## config.mk

```make
export PLATFORM = sky130hd
export DESIGN_NAME = e_multi_prio_gen
export DESIGN_NICKNAME = d
export VERILOG_FILES = /design/src/rtl/e_multi_prio_gen.sv
export SDC_FILE = /design/constraint.sdc
export NUM_CORES = 1
export LEC_CHECK = 0
export CAP_MARGIN = 10
export CORE_MARGIN = 3
export CORE_UTILIZATION = 35
export CTS_CLUSTER_SIZE = 25
export DETAILED_ROUTE_END_ITERATION = 10
export PLACE_DENSITY = 0.72
export SETUP_SLACK_MARGIN = 0.2
export SLEW_MARGIN = 20
export SYNTH_ARGS = -nofsm -noshare
export SYNTH_HDL_FRONTEND = slang
export SYNTH_SLANG_ARGS = --single-unit
```

## constraint.sdc

```tcl
create_clock -name clk -period 4.3 [get_ports clk]
set_input_delay 0.86 -clock clk [delete_from_list [all_inputs] [get_ports clk]]
set_output_delay 0.86 -clock clk [all_outputs]
set_load 0.02 [all_outputs]
```

## src/rtl/e_multi_prio_gen.sv

```systemverilog
// e_multi_prio_gen
//   Round-robin priority generator and grant tracker at the control end of
//   the e_multi_cell priority chain. Presents vld/prior/sel to the chain,
//   captures the one-hot grant that comes back, holds it until the winner
//   acknowledges (or withdraws), then rotates priority past the winner.
//
//   Optional build macro: E_MULTI_PRIO_GEN_LOCK_EN adds lock_i; an ack with
//   lock_i=1 keeps the grant (multi-beat ownership).
//
// Ports
//   clk        clock
//   arst       asynchronous active-high reset
//   req_i      level requests, one bit per requester
//   gnt_vld_i  chain result valid
//   gnt_i      one-hot grant from the chain
//   ack_i      granted requester consumed its grant
//   lock_i     (LOCK_EN build only) keep ownership on ack
//   vld_o      arbitration request to the chain
//   prior_o    chain carry-in
//   sel_o      one-hot highest-priority position
//   gnt_o      held grant, one-hot or zero
//   err_o      sticky protocol-error flag
//
// state | meaning
// IDLE  | no pending requests
// ARB   | chain asked to arbitrate, waiting for gnt_vld_i
// GRANT | grant held until ack or withdrawal
module e_multi_prio_gen #(
  parameter int RADIX_N = 4
) (
  input  logic               clk,
  input  logic               arst,
  input  logic [RADIX_N-1:0] req_i,
  input  logic               gnt_vld_i,
  input  logic [RADIX_N-1:0] gnt_i,
  input  logic               ack_i,
`ifdef E_MULTI_PRIO_GEN_LOCK_EN
  input  logic               lock_i,
`endif
  output logic               vld_o,
  output logic               prior_o,
  output logic [RADIX_N-1:0] sel_o,
  output logic [RADIX_N-1:0] gnt_o,
  output logic               err_o
);

  localparam int PW = (RADIX_N > 1) ? $clog2(RADIX_N) : 1;

  typedef enum logic [1:0] {IDLE, ARB, GRANT} state_t;

  state_t             state, state_nxt;
  logic [PW-1:0]      ptr, ptr_nxt;
  logic [RADIX_N-1:0] sel_r, sel_nxt;
  logic [RADIX_N-1:0] gnt_r, gnt_nxt;
  logic               err_r, err_nxt;
  logic [PW-1:0]      gidx, gidx_inc;
  logic               gnt_onehot, gnt_ok, held_req, locked, release_ack;

`ifdef E_MULTI_PRIO_GEN_LOCK_EN
  assign locked = lock_i;
`else
  assign locked = 1'b0;
`endif

  assign release_ack = ack_i & ~locked;
  assign held_req    = |(req_i & gnt_r);

  // zero and multi-hot both fail this test
  assign gnt_onehot = (gnt_i != '0) && ((gnt_i & (gnt_i - RADIX_N'(1))) == '0);
  assign gnt_ok     = gnt_onehot && (|(gnt_i & req_i));

  always_comb begin
    gidx = '0;
    for (int i = 0; i < RADIX_N; i++) begin
      if (gnt_r[i]) gidx = PW'(i);
    end
  end

  // wrap explicitly: RADIX_N need not be a power of two
  assign gidx_inc = (gidx == PW'(RADIX_N - 1)) ? '0 : gidx + 1'b1;

  always_comb begin
    state_nxt = state;
    ptr_nxt   = ptr;
    gnt_nxt   = gnt_r;
    err_nxt   = err_r;
    case (state)
      IDLE: begin
        if (|req_i) state_nxt = ARB;
      end
      ARB: begin
        if (gnt_vld_i) begin
          if (gnt_ok) begin
            gnt_nxt   = gnt_i;
            state_nxt = GRANT;
          end else begin
            err_nxt = 1'b1;
          end
        end else if (!(|req_i)) begin
          state_nxt = IDLE;
        end
      end
      GRANT: begin
        // ack takes precedence over a same-cycle withdrawal
        if (release_ack) begin
          ptr_nxt   = gidx_inc;
          gnt_nxt   = '0;
          state_nxt = (|(req_i & ~gnt_r)) ? ARB : IDLE;
        end else if (!held_req) begin
          gnt_nxt   = '0;
          state_nxt = (|req_i) ? ARB : IDLE;
        end
      end
      default: state_nxt = IDLE;
    endcase
    sel_nxt = RADIX_N'(1) << ptr_nxt;
  end

  always_ff @(posedge clk or posedge arst) begin
    if (arst) begin
      state <= IDLE;
      ptr   <= '0;
      sel_r <= RADIX_N'(1);
      gnt_r <= '0;
      err_r <= 1'b0;
    end else begin
      state <= state_nxt;
      ptr   <= ptr_nxt;
      sel_r <= sel_nxt;
      gnt_r <= gnt_nxt;
      err_r <= err_nxt;
    end
  end

  assign vld_o   = (state == ARB);
  assign prior_o = (state == ARB);
  assign sel_o   = sel_r;
  assign gnt_o   = gnt_r;
  assign err_o   = err_r;

endmodule
```

==> metrics.md <==
| Metric | Value |
|---|---|
| Dpl hpwl | `1300 um` |
| Syn Nets | `84` |
| RSZ-0062 raised after global routing | `false` |
| CP startpoint kind | `flop` |
| Initial antenna violation count | `0` |
| Net count, final | `110` |
| Synth async-reset ratio | `100%` |
| Die Ht | `51.6 um` |
| Hold/Removal Path Class | `flop to flop` |
| Layout cells sized above 1 | `12.5%` |
| CTS sink cnt | `13` |
| Peak Freq | `393 MHz` |
| Combinational power share | `49.5%` |
| Syn Area/Cell | `10.3 um2` |
| Crit path launch | `state[1]` |
| Crit path capture type | `primary output` |
| Post-route minimum period | `2.54 ns` |
| Root Buffer | `clkbuf_4` |
| Initial DRC Count | `15` |
| Switch Pwr | `0.218 mW` |
| Initial Utilization | `39.6%` |
| Fin Hold WS | `0.467 ns` |
| Largest net degree at the start of global routing | `14` |
| Area grow syn2layout | `37.1%` |
| Global route overflow | `0` |
| Mapped Area | `728 um2` |
| Sequential share of power | `37.8%` |
| Placer Congestion | `0.811` |
| Clock power share | `12.8%` |
| Remaining DRCs | `0` |
| Via count | `634` |
| Commonest cells in the netlist | `dfrtp_1 (12), inv_1 (8), nor2b_1 (8)` |
| Critical path class | `flop to primary output` |
| Hold Fails Final Rpt | `0` |
| Row count | `15` |
| Unique cell type count in the Yosys netlist | `32` |
| Top_reg_cell synth | `dfrtp_1` |
| Most common cell in the synthesized netlist | `dfrtp_1` |
| Via-to-Cell Ratio | `5.24` |
| Worst-Skew Late Latency | `0.26 ns` |
| Worst-path fanout max | `6` |
| WL final | `1660 um` |
| Total of max-cap violations | `0` |
| Wirelength per Cell | `13.7 um` |
| Post-DRT Antenna Nets | `0` |
| Power per cell area | `559 mW/mm2` |
| Setup WS pre-CTS | `1.76 ns` |
| IO Count | `23` |
| Met2 routed WL | `725 um` |
| Final Setup Violations | `0` |
| Share of the synthesized area in the top cell type | `41.2%` |
| Met3 wire length | `161 um` |
| Switching part of the total power | `39.0%` |
| Post-synth EDFFs | `0` |
| First-pass iteration count of the detailed router | `4` |
| Crit share post-route | `59.1%` |
| Core area | `0.00184 mm2` |
| First-pass GRT wire length | `2840 um` |
| Int Power | `0.341 mW` |
| Top cells by area, synth | `dfrtp_1 (41%), nor2b_1 (6.9%), mux2i_1 (5.5%), o21ai_0 (4.1%), inv_1 (4.1%)` |
| Largest area contributor in the netlist | `dfrtp_1` |
| Max Used Layer | `met3` |
| P_leak | `0.419 nW` |
| Vias in the first global route | `622` |
| CTS Buf Count | `3` |
| Slew of the pin with the lowest slew margin | `0.521 ns` |
| Final setup skew | `0.00176 ns` |
| Diodes inserted | `0` |
| Reg2Reg Launch Point | `gnt_o[3]` |
| CP Data Required Time | `3.44 ns` |
| Outcome | `finished clean` |
| Met1 WL | `770 um` |
| Part of the Yosys area used for sequential elements | `44.8%` |
| Post-CTS Hold Buffers | `0` |
| Post-CTS sizing | `0` |
| Arr. time, crit path | `1.68 ns` |
| Setup TNS | `0 ns` |
| CTS clk-pin slew, worst paths | `0.07 ns` |
| Fillcell total | `192` |
| Worst VDD drop | `0.000415 V` |
| I/O Buffers | `22` |
| Yosys Warn Count | `0` |
| H-tree depth | `1` |
| Die ar. | `0.00266 mm2` |
| Die W | `51.6 um` |
| Worst setup margin | `1.76 ns` |
| Post-CTS Setup Bufs | `0` |
| Post-synthesis cell count | `71` |
| Tot Pwr | `0.559 mW` |
| Clock tree from TritonCTS | `done` |
| Max-slew violation count | `0` |
| Clock tree buffer depth | `2` |
| Worst slew margin | `65.0%` |
| Seq cells post-synth | `13` |
| HP Start | `err_o` |
| All-Layer GR Usage | `13.9%` |
==> final timing paths <==
| path | end | slack (ns) | depth (start not counted) |
|---|---|---|---|
| min reg2reg | err_o | 0.47 | 1 |
| max in group asynchronous | sel_o[0] | 3.04 | 2 |
| max | prior_o | 1.76 | 2 |
| max reg2reg | sel_o[3] | 2.58 | 4 |
| min | err_o | 0.47 | 1 |
| min in group asynchronous | ptr[1] | 0.91 | 2 |
==> cells by family after synthesis <==
logic type / Yosys count / synth area share, %
flops: 13 / 44.8
simple gates: 21 / 17.7
fa+ha+maj: 1 / 1.72
buf+inv: 9 / 5.16
mux: 5 / 7.04
compound gates: 22 / 23.5
==> power by group through the flow <==
stage	clock [mW]	combinational, mW	sequential [mW]
6_report	0.0713	0.276	0.211
5_1_grt	0.0803	0.305	0.217
3_5_place_dp	0	0.278	0.212
2_1_floorplan	0	0.125	0.243
3_3_place_gp	0	0.273	0.211
4_1_cts	0.0757	0.279	0.210
==> metal layers <==
metal	global-route usage, %	up-vias
li1	-	309
met1	18.6	297
met2	21.2	28
met3	4.01	0
met4	5.24	0
met5	0	-
==> placed cells by master, fill, tap and decap left out, drive strengths merged, types with 2 or more instances in the layout <==
cell type | synthesis | layout
o21ai | 7 | 7
nor2b | 8 | 8
and2 | 2 | 2
inv | 8 | 8
dfrtp | 12 | 12
a31o | 2 | 2
mux2i | 4 | 4
nor2 | 2 | 2
clkbuf | 0 | 4
nand2 | 3 | 3
clkdlybuf4s50 | 0 | 22
a211oi | 2 | 2
a22oi | 2 | 2
==> cell type report <==
type | instances | area, um2 | share of cell area (%)
Clock buffer | 4 | 26.3 | 2.63
Timing Repair Buffer | 22 | 220 | 22.1
Sequential cell | 13 | 327 | 32.7
Tap cell | 25 | 31.3 | 3.13
Multi-Input combinational cell | 49 | 364 | 36.5
Inverter | 8 | 30.0 | 3.01
==> critical path, cell delays in order (launching register included) <==
cell and delay (ns):
dfrtp_1 0.44, nor2b_1 0.31, clkdlybuf4s50_1 0.68
==> through the flow <==
step / utilization, % / cells / instance area, um2
floorplan: - / 71 / 728
global placement: 52.9 / 117 / 972
detailed placement: 52.9 / 117 / 972
CTS: 54.3 / 121 / 998
global route: 54.3 / 121 / 998
finish: 54.3 / 121 / 998
==> state kept, by name, summed over array words and instances (netlist names) <==
signal  flops
err_o       1
state       2
gnt_o       4
sel_o       4
ptr         2
Note: power is estimated with default switching activity, not from simulation.
